## src/rtl/hazard_unit.sv

```systemverilog
// Pipeline hazard controller: tracks E/M/W destination tags, drives stall/flush
// controls and execute-stage forwarding selects, and counts stall/redirect cycles.
module hazard_unit #(
  parameter int REG_AW = 5,
  parameter int FWD_EN = 1,
  parameter int CNT_W  = 32
) (
  input  logic              clk,
  input  logic              rst,
  input  logic [REG_AW-1:0] Rs1_D,
  input  logic [REG_AW-1:0] Rs2_D,
  input  logic              Use1_D,
  input  logic              Use2_D,
  input  logic [REG_AW-1:0] Rd_D,
  input  logic              RegWrite_D,
  input  logic              IsLoad_D,
  input  logic              PCSrc_E,
  output logic              Stall_F,
  output logic              Stall_D,
  output logic              Flush_D,
  output logic              Flush_E,
  output logic [1:0]        ForwardA_E,
  output logic [1:0]        ForwardB_E,
  output logic [CNT_W-1:0]  StallCnt,
  output logic [CNT_W-1:0]  FlushCnt
);

  localparam logic [CNT_W-1:0] CNT_MAX = {CNT_W{1'b1}};
  localparam logic [CNT_W-1:0] CNT_ONE = {{(CNT_W-1){1'b0}}, 1'b1};

  logic              e_valid_reg, m_valid_reg, w_valid_reg;
  logic [REG_AW-1:0] e_rd_reg, m_rd_reg, w_rd_reg;
  logic              e_rw_reg, m_rw_reg, w_rw_reg;
  logic              e_ld_reg;
  logic [REG_AW-1:0] e_rs1_reg, e_rs2_reg;
  logic [CNT_W-1:0]  stall_cnt_reg, flush_cnt_reg;

  logic       e_prod, m_prod, w_prod;
  logic       hit_e, hit_m, hazard;
  logic       stall, flush_e;
  logic [1:0] fwd_a, fwd_b;

  always_comb begin
    e_prod = e_valid_reg & e_rw_reg & (e_rd_reg != '0);
    m_prod = m_valid_reg & m_rw_reg & (m_rd_reg != '0);
    w_prod = w_valid_reg & w_rw_reg & (w_rd_reg != '0);

    hit_e = e_prod & ((Use1_D & (Rs1_D == e_rd_reg)) | (Use2_D & (Rs2_D == e_rd_reg)));
    hit_m = m_prod & ((Use1_D & (Rs1_D == m_rd_reg)) | (Use2_D & (Rs2_D == m_rd_reg)));

    // With forwarding only a load in E is too late; without it, E and M both block.
    hazard = (FWD_EN != 0) ? (hit_e & e_ld_reg) : (hit_e | hit_m);

    // A redirect kills the stalled instruction anyway, so it wins over the stall.
    stall   = hazard & ~PCSrc_E;
    flush_e = PCSrc_E | hazard;

    fwd_a = 2'b00;
    fwd_b = 2'b00;
    if (FWD_EN != 0) begin
      if (m_prod && (m_rd_reg == e_rs1_reg))      fwd_a = 2'b10;
      else if (w_prod && (w_rd_reg == e_rs1_reg)) fwd_a = 2'b01;
      if (m_prod && (m_rd_reg == e_rs2_reg))      fwd_b = 2'b10;
      else if (w_prod && (w_rd_reg == e_rs2_reg)) fwd_b = 2'b01;
    end
  end

  // Reset masks every control output, even an in-flight redirect.
  assign Stall_F    = rst & stall;
  assign Stall_D    = rst & stall;
  assign Flush_D    = rst & PCSrc_E;
  assign Flush_E    = rst & flush_e;
  assign ForwardA_E = rst ? fwd_a : 2'b00;
  assign ForwardB_E = rst ? fwd_b : 2'b00;
  assign StallCnt   = stall_cnt_reg;
  assign FlushCnt   = flush_cnt_reg;

  always_ff @(posedge clk or negedge rst) begin
    if (!rst) begin
      e_valid_reg <= 1'b0;
      e_rd_reg    <= '0;
      e_rw_reg    <= 1'b0;
      e_ld_reg    <= 1'b0;
      e_rs1_reg   <= '0;
      e_rs2_reg   <= '0;
      m_valid_reg <= 1'b0;
      m_rd_reg    <= '0;
      m_rw_reg    <= 1'b0;
      w_valid_reg <= 1'b0;
      w_rd_reg    <= '0;
      w_rw_reg    <= 1'b0;
    end else begin
      // Bubbles carry zero sources so they can never select a forward path.
      if (flush_e) begin
        e_valid_reg <= 1'b0;
        e_rd_reg    <= '0;
        e_rw_reg    <= 1'b0;
        e_ld_reg    <= 1'b0;
        e_rs1_reg   <= '0;
        e_rs2_reg   <= '0;
      end else begin
        e_valid_reg <= 1'b1;
        e_rd_reg    <= Rd_D;
        e_rw_reg    <= RegWrite_D;
        e_ld_reg    <= IsLoad_D;
        e_rs1_reg   <= Rs1_D;
        e_rs2_reg   <= Rs2_D;
      end
      m_valid_reg <= e_valid_reg;
      m_rd_reg    <= e_rd_reg;
      m_rw_reg    <= e_rw_reg;
      w_valid_reg <= m_valid_reg;
      w_rd_reg    <= m_rd_reg;
      w_rw_reg    <= m_rw_reg;
    end
  end

  always_ff @(posedge clk or negedge rst) begin
    if (!rst) begin
      stall_cnt_reg <= '0;
      flush_cnt_reg <= '0;
    end else begin
      if (stall && (stall_cnt_reg != CNT_MAX))
        stall_cnt_reg <= stall_cnt_reg + CNT_ONE;
      if (PCSrc_E && (flush_cnt_reg != CNT_MAX))
        flush_cnt_reg <= flush_cnt_reg + CNT_ONE;
    end
  end

endmodule

```

## config.mk

```make
export PLATFORM = sky130hd
export DESIGN_NAME = hazard_unit
export DESIGN_NICKNAME = d
export VERILOG_FILES = /design/src/rtl/hazard_unit.sv
export SDC_FILE = /design/constraint.sdc
export NUM_CORES = 1
export LEC_CHECK = 0
export BUFFER_PORTS_ARGS = -buffer_cell sky130_fd_sc_hd__buf_2
export CAP_MARGIN = 20
export CORE_ASPECT_RATIO = 2
export CORE_MARGIN = 2
export CORE_UTILIZATION = 40
export CTS_CLUSTER_DIAMETER = 100
export CTS_CLUSTER_SIZE = 12
export DETAILED_ROUTE_END_ITERATION = 10
export PLACE_DENSITY = 0.59
export SLEW_MARGIN = 20
export SYNTH_ARGS = -nofsm -noshare
export SYNTH_HDL_FRONTEND = slang
export SYNTH_SLANG_ARGS = --single-unit
```

## constraint.sdc

```tcl
create_clock -name clk -period 2.72 [get_ports clk]
set_input_delay 0.408 -clock clk [delete_from_list [all_inputs] [get_ports clk]]
set_output_delay 0.408 -clock clk [all_outputs]
set_load 0.02 [all_outputs]
```

==> report_table.html <==
<table>
<tr><th>Metric</th><th>Value</th></tr>
<tr><th colspan="2">Setup path</th></tr>
<tr><td>Arrival time of the worst setup path</td><td>2.22 ns</td></tr>
<tr><td>Reg2reg setup slack</td><td>0.12 ns</td></tr>
<tr><td>Endpoint of the most critical register-to-register path</td><td>StallCnt[1]$_DFFE_PN0P_</td></tr>
<tr><td>Worst Path Required</td><td>2.31 ns</td></tr>
<tr><td>Type of element capturing the critical path</td><td>output pin</td></tr>
<tr><td>Critical path launch point type</td><td>flop</td></tr>
<tr><td>Critical path capture point</td><td>ForwardA_E[0]</td></tr>
<tr><td>CP Max Fanout</td><td>4</td></tr>
<tr><td>Worst reg2reg startpoint</td><td>StallCnt[0]$_DFFE_PN0P_</td></tr>
<tr><td>R2r worst-path depth</td><td>7</td></tr>
<tr><td>CP startpoint</td><td>m_rd_reg[1]$_DFF_PN0_</td></tr>
<tr><td>Crit path kind</td><td>reg -&gt; out</td></tr>
<tr><th colspan="2">Logic synthesis</th></tr>
<tr><td>Post-synthesis average cell area</td><td>between 10 and 15 µm²</td></tr>
<tr><td>Async S/R FF share, synth</td><td>100.0%</td></tr>
<tr><td>Syn Std Cell Area</td><td>0.004388 mm²</td></tr>
<tr><td>Post-synthesis instance total</td><td>404</td></tr>
<tr><td>Simple-gate portion of the synthesized area</td><td>21.93%</td></tr>
<tr><td>Syn nets</td><td>428</td></tr>
<tr><td>Sequential cell area fraction in the yosys report</td><td>between 50% and 60%</td></tr>
<tr><td>Main combinational cell family by area after synthesis</td><td>simple AND/OR/NAND/NOR gates</td></tr>
<tr><td>Number of flops mapped to enable cells by yosys</td><td>0</td></tr>
<tr><td>Post-synth cell types</td><td>36</td></tr>
<tr><td>Synthesis Warnings</td><td>0</td></tr>
<tr><td>Number of synthesized register bits</td><td>96</td></tr>
<tr><td>Mux cell area share after synthesis</td><td>less than 1%</td></tr>
<tr><td>Most used DFF post-synth</td><td>sky130_fd_sc_hd__dfrtp_1</td></tr>
<tr><td>XOR/XNOR share of the synthesized area</td><td>17.96%</td></tr>
<tr><td>Synth Area in Compound Gates</td><td>1.939%</td></tr>
<tr><td>Post-synthesis share of cell area spent on full adders, half adders and majority gates</td><td>0.5703%</td></tr>
<tr><th colspan="2">Global routing</th></tr>
<tr><td>Total congestion overflow after global routing</td><td>0</td></tr>
<tr><td>Global-route wire length before repair</td><td>16.98 mm</td></tr>
<tr><td>Antenna violations before repair</td><td>0</td></tr>
<tr><td>Total global-route track usage</td><td>between 10% and 20%</td></tr>
<tr><td>Maximum number of pins on one net before global-route repair</td><td>52</td></tr>
<tr><td>Vias in the first global route</td><td>3,421</td></tr>
<tr><th colspan="2">Detailed routing</th></tr>
<tr><td>Initial detailed-routing violation count</td><td>around 130</td></tr>
<tr><td>Post-Route WL</td><td>10.25 mm</td></tr>
<tr><td>Wire per inst</td><td>15.63 µm</td></tr>
<tr><td>Total number of vias</td><td>3,333</td></tr>
<tr><td>Number of vias per cell</td><td>roughly 5</td></tr>
<tr><td>Drc violations</td><td>0</td></tr>
<tr><td>DRT antenna net count</td><td>0</td></tr>
<tr><td>Total iterations of the first detailed-routing run</td><td>6</td></tr>
<tr><th colspan="2">STA</th></tr>
<tr><td>Setup TNS</td><td>0 ns</td></tr>
<tr><td>Number of failing hold endpoints at the final stage</td><td>0</td></tr>
<tr><td>Timing-limited maximum frequency</td><td>0.3804 GHz</td></tr>
<tr><td>Rel. slew slack</td><td>approximately 58%</td></tr>
<tr><td>Slew at the pin with the worst max-slew slack</td><td>roughly 0.63 ns</td></tr>
<tr><td>Endpoints failing setup</td><td>0</td></tr>
<tr><td>Unrepaired setup endpoints after global routing</td><td>false</td></tr>
<tr><td>Max-slew violation total from the final report</td><td>0</td></tr>
<tr><td>Share of the cycle needed by the critical path after routing</td><td>96.66%</td></tr>
<tr><td>Worst-case clock skew</td><td>0.006350 ns</td></tr>
<tr><td>Final critical path time including I/O delays and setup</td><td>2.629 ns</td></tr>
<tr><th colspan="2">Placement</th></tr>
<tr><td>Instance count after placement with tap cells included</td><td>639</td></tr>
<tr><td>Routability cong.</td><td>about 0.78</td></tr>
<tr><td>DPL Wire Length</td><td>roughly 7.7 mm</td></tr>
<tr><td>Number of buffers inserted by port buffering</td><td>between 90 and 100</td></tr>
<tr><th colspan="2">Floorplanning</th></tr>
<tr><td>Core Area</td><td>0.01081 mm²</td></tr>
<tr><td>DIE HEIGHT</td><td>roughly 150 µm</td></tr>
<tr><td>Effective utilization at floorplan</td><td>roughly two fifths</td></tr>
<tr><td>I/O Pins</td><td>94</td></tr>
<tr><td>Core Rows</td><td>54</td></tr>
<tr><td>Die width</td><td>~78 µm</td></tr>
<tr><td>Die Area</td><td>0.01187 mm²</td></tr>
<tr><th colspan="2">CTS</th></tr>
<tr><td>Clock net sink count</td><td>96</td></tr>
<tr><td>H-tree Lvls</td><td>3</td></tr>
<tr><td>Buffer type at the clock tree root</td><td>sky130_fd_sc_hd__clkbuf_16</td></tr>
<tr><td>Clock latency on the worst-skew pair</td><td>about 0.34 ns</td></tr>
<tr><td>TritonCTS clock tree</td><td>yes</td></tr>
<tr><td>Maximum clock insertion buffer count</td><td>2</td></tr>
<tr><td>Cts bufs inserted</td><td>9</td></tr>
<tr><td>Post-CTS clock slew at the launch and capture registers of the worst setup and hold paths</td><td>0.07 ns</td></tr>
<tr><th colspan="2">Pwr</th></tr>
<tr><td>Largest voltage drop on the vdd net</td><td>0.3857 mV</td></tr>
<tr><td>Leakage</td><td>2.665 nW</td></tr>
<tr><td>PD cells</td><td>618.8 mW/mm²</td></tr>
<tr><th colspan="2">Layout</th></tr>
<tr><td>Diodes inserted</td><td>0</td></tr>
<tr><td>Non-filler instance count after layout</td><td>656</td></tr>
<tr><td>NumNets Final</td><td>between 500 and 600</td></tr>
<tr><td>Area added between synthesis and finish</td><td>23.07%</td></tr>
<tr><td>Most common cell after layout, fill and taps aside</td><td>sky130_fd_sc_hd__dfrtp_1</td></tr>
<tr><td>Leading cell types in the layout, fill and taps excluded</td><td>sky130_fd_sc_hd__dfrtp_1, sky130_fd_sc_hd__buf_2, sky130_fd_sc_hd__xor2_1</td></tr>
<tr><td>Fraction of final layout cells with drive strength greater than 1</td><td>24.22%</td></tr>
<tr><th colspan="2">Job</th></tr>
<tr><td>Count of maximum capacitance violations</td><td>0</td></tr>
<tr><th colspan="2">Min path</th></tr>
<tr><td>Worst min-delay path class</td><td>in -&gt; async</td></tr>
<tr><th colspan="2">Run status</th></tr>
<tr><td>Status</td><td>complete, no violations</td></tr>
</table>
[synth_stat cells, drive strengths merged (4+ instances only)]
master	number	area, µm²
and2	20	125.1
and3	7	43.79
buf	4	35.03
dfrtp	96	2402
inv	12	45.04
nand2	37	138.9
nand3	23	115.1
nand4	14	102.6
nor2	27	101.4
nor3	26	130.1
nor4	12	75.07
or3	5	31.28
or4	5	37.54
xnor2	42	367.9
xor2	48	420.4
[timing repair]
item	in CTS	in global routing
buffers inserted	0	1
gates resized for setup	0	1
setup endpoints to repair	0	2
hold buffers	1	0
hold endpoints to repair	6	0
[cells by family after synthesis]
logic type	count (synthesis)
AOI/OAI and AO/OA	10
xor gates and xnor gates	90
adders and majority gates	2
buffers and inverters	19
DFF	96
muxes	3
and+or+nand+nor	184
[stage by stage]
step	total power, mW	hold slack (ns)	setup WS (ns)	area (µm²)	utilization [%]
global placement	2.028	0.2457	0.2315	5065	46.85
global route	3.504	0.2430	0.002316	5400	49.95
CTS	3.383	0.2214	0.04805	5386	49.83
finish	3.342	0.2028	0.09089	5400	49.95
floorplan	1.853	0.1124	0.06436	4388	-
detailed placement	2.038	0.2466	0.1439	5065	46.85
[final cells by class]
cell class	count	area, µm²
clock buffer	10	229.0
clock inverter	5	82.58
fill	1045	5410
inverter	12	45.04
multi-input combinational	289	1901
sequential	96	2402
tap	140	175.2
timing repair buffer	104	565.5
[how the worst min path moves through the flow]
stage               depth (start not counted)  slack, ns  from                        to
floorplan                                   0       0.11   rst   FlushCnt[0]$_DFFE_PN0P_
global placement                            1       0.25   rst     w_rd_reg[3]$_DFF_PN0_
detailed placement                          1       0.25   rst    e_rs2_reg[3]$_DFF_PN0_
CTS                                         2       0.22   rst  StallCnt[27]$_DFFE_PN0P_
global route                                2       0.24   rst     m_rd_reg[2]$_DFF_PN0_
finish                                      2       0.20   rst    e_rs2_reg[2]$_DFF_PN0_
[critical path, cell delays in order, from the launching register on]
cell	delay (ns)
sky130_fd_sc_hd__dfrtp_1	0.42
sky130_fd_sc_hd__or4_1	0.56
sky130_fd_sc_hd__o211ai_1	0.31
sky130_fd_sc_hd__nor4_2	0.10
sky130_fd_sc_hd__nor4_1	0.27
sky130_fd_sc_hd__buf_2	0.21
[power by group]
| group | internal, mW | leakage [nW] | switching (mW) |
|---|---|---|---|
| clock network | 0.801 | 0.141 | 0.532 |
| logic | 0.156 | 1.29 | 0.235 |
| registers | 1.51 | 1.23 | 0.104 |
[per-layer routing]
metal | wire [µm] | global-route usage (%)
met3 | 516 | 4.751
met2 | 5602 | 32.88
met1 | 3864 | 20.13
met5 | 0 | 0
met4 | 272 | 7.352
Note: power is estimated with default switching activity, not from simulation.
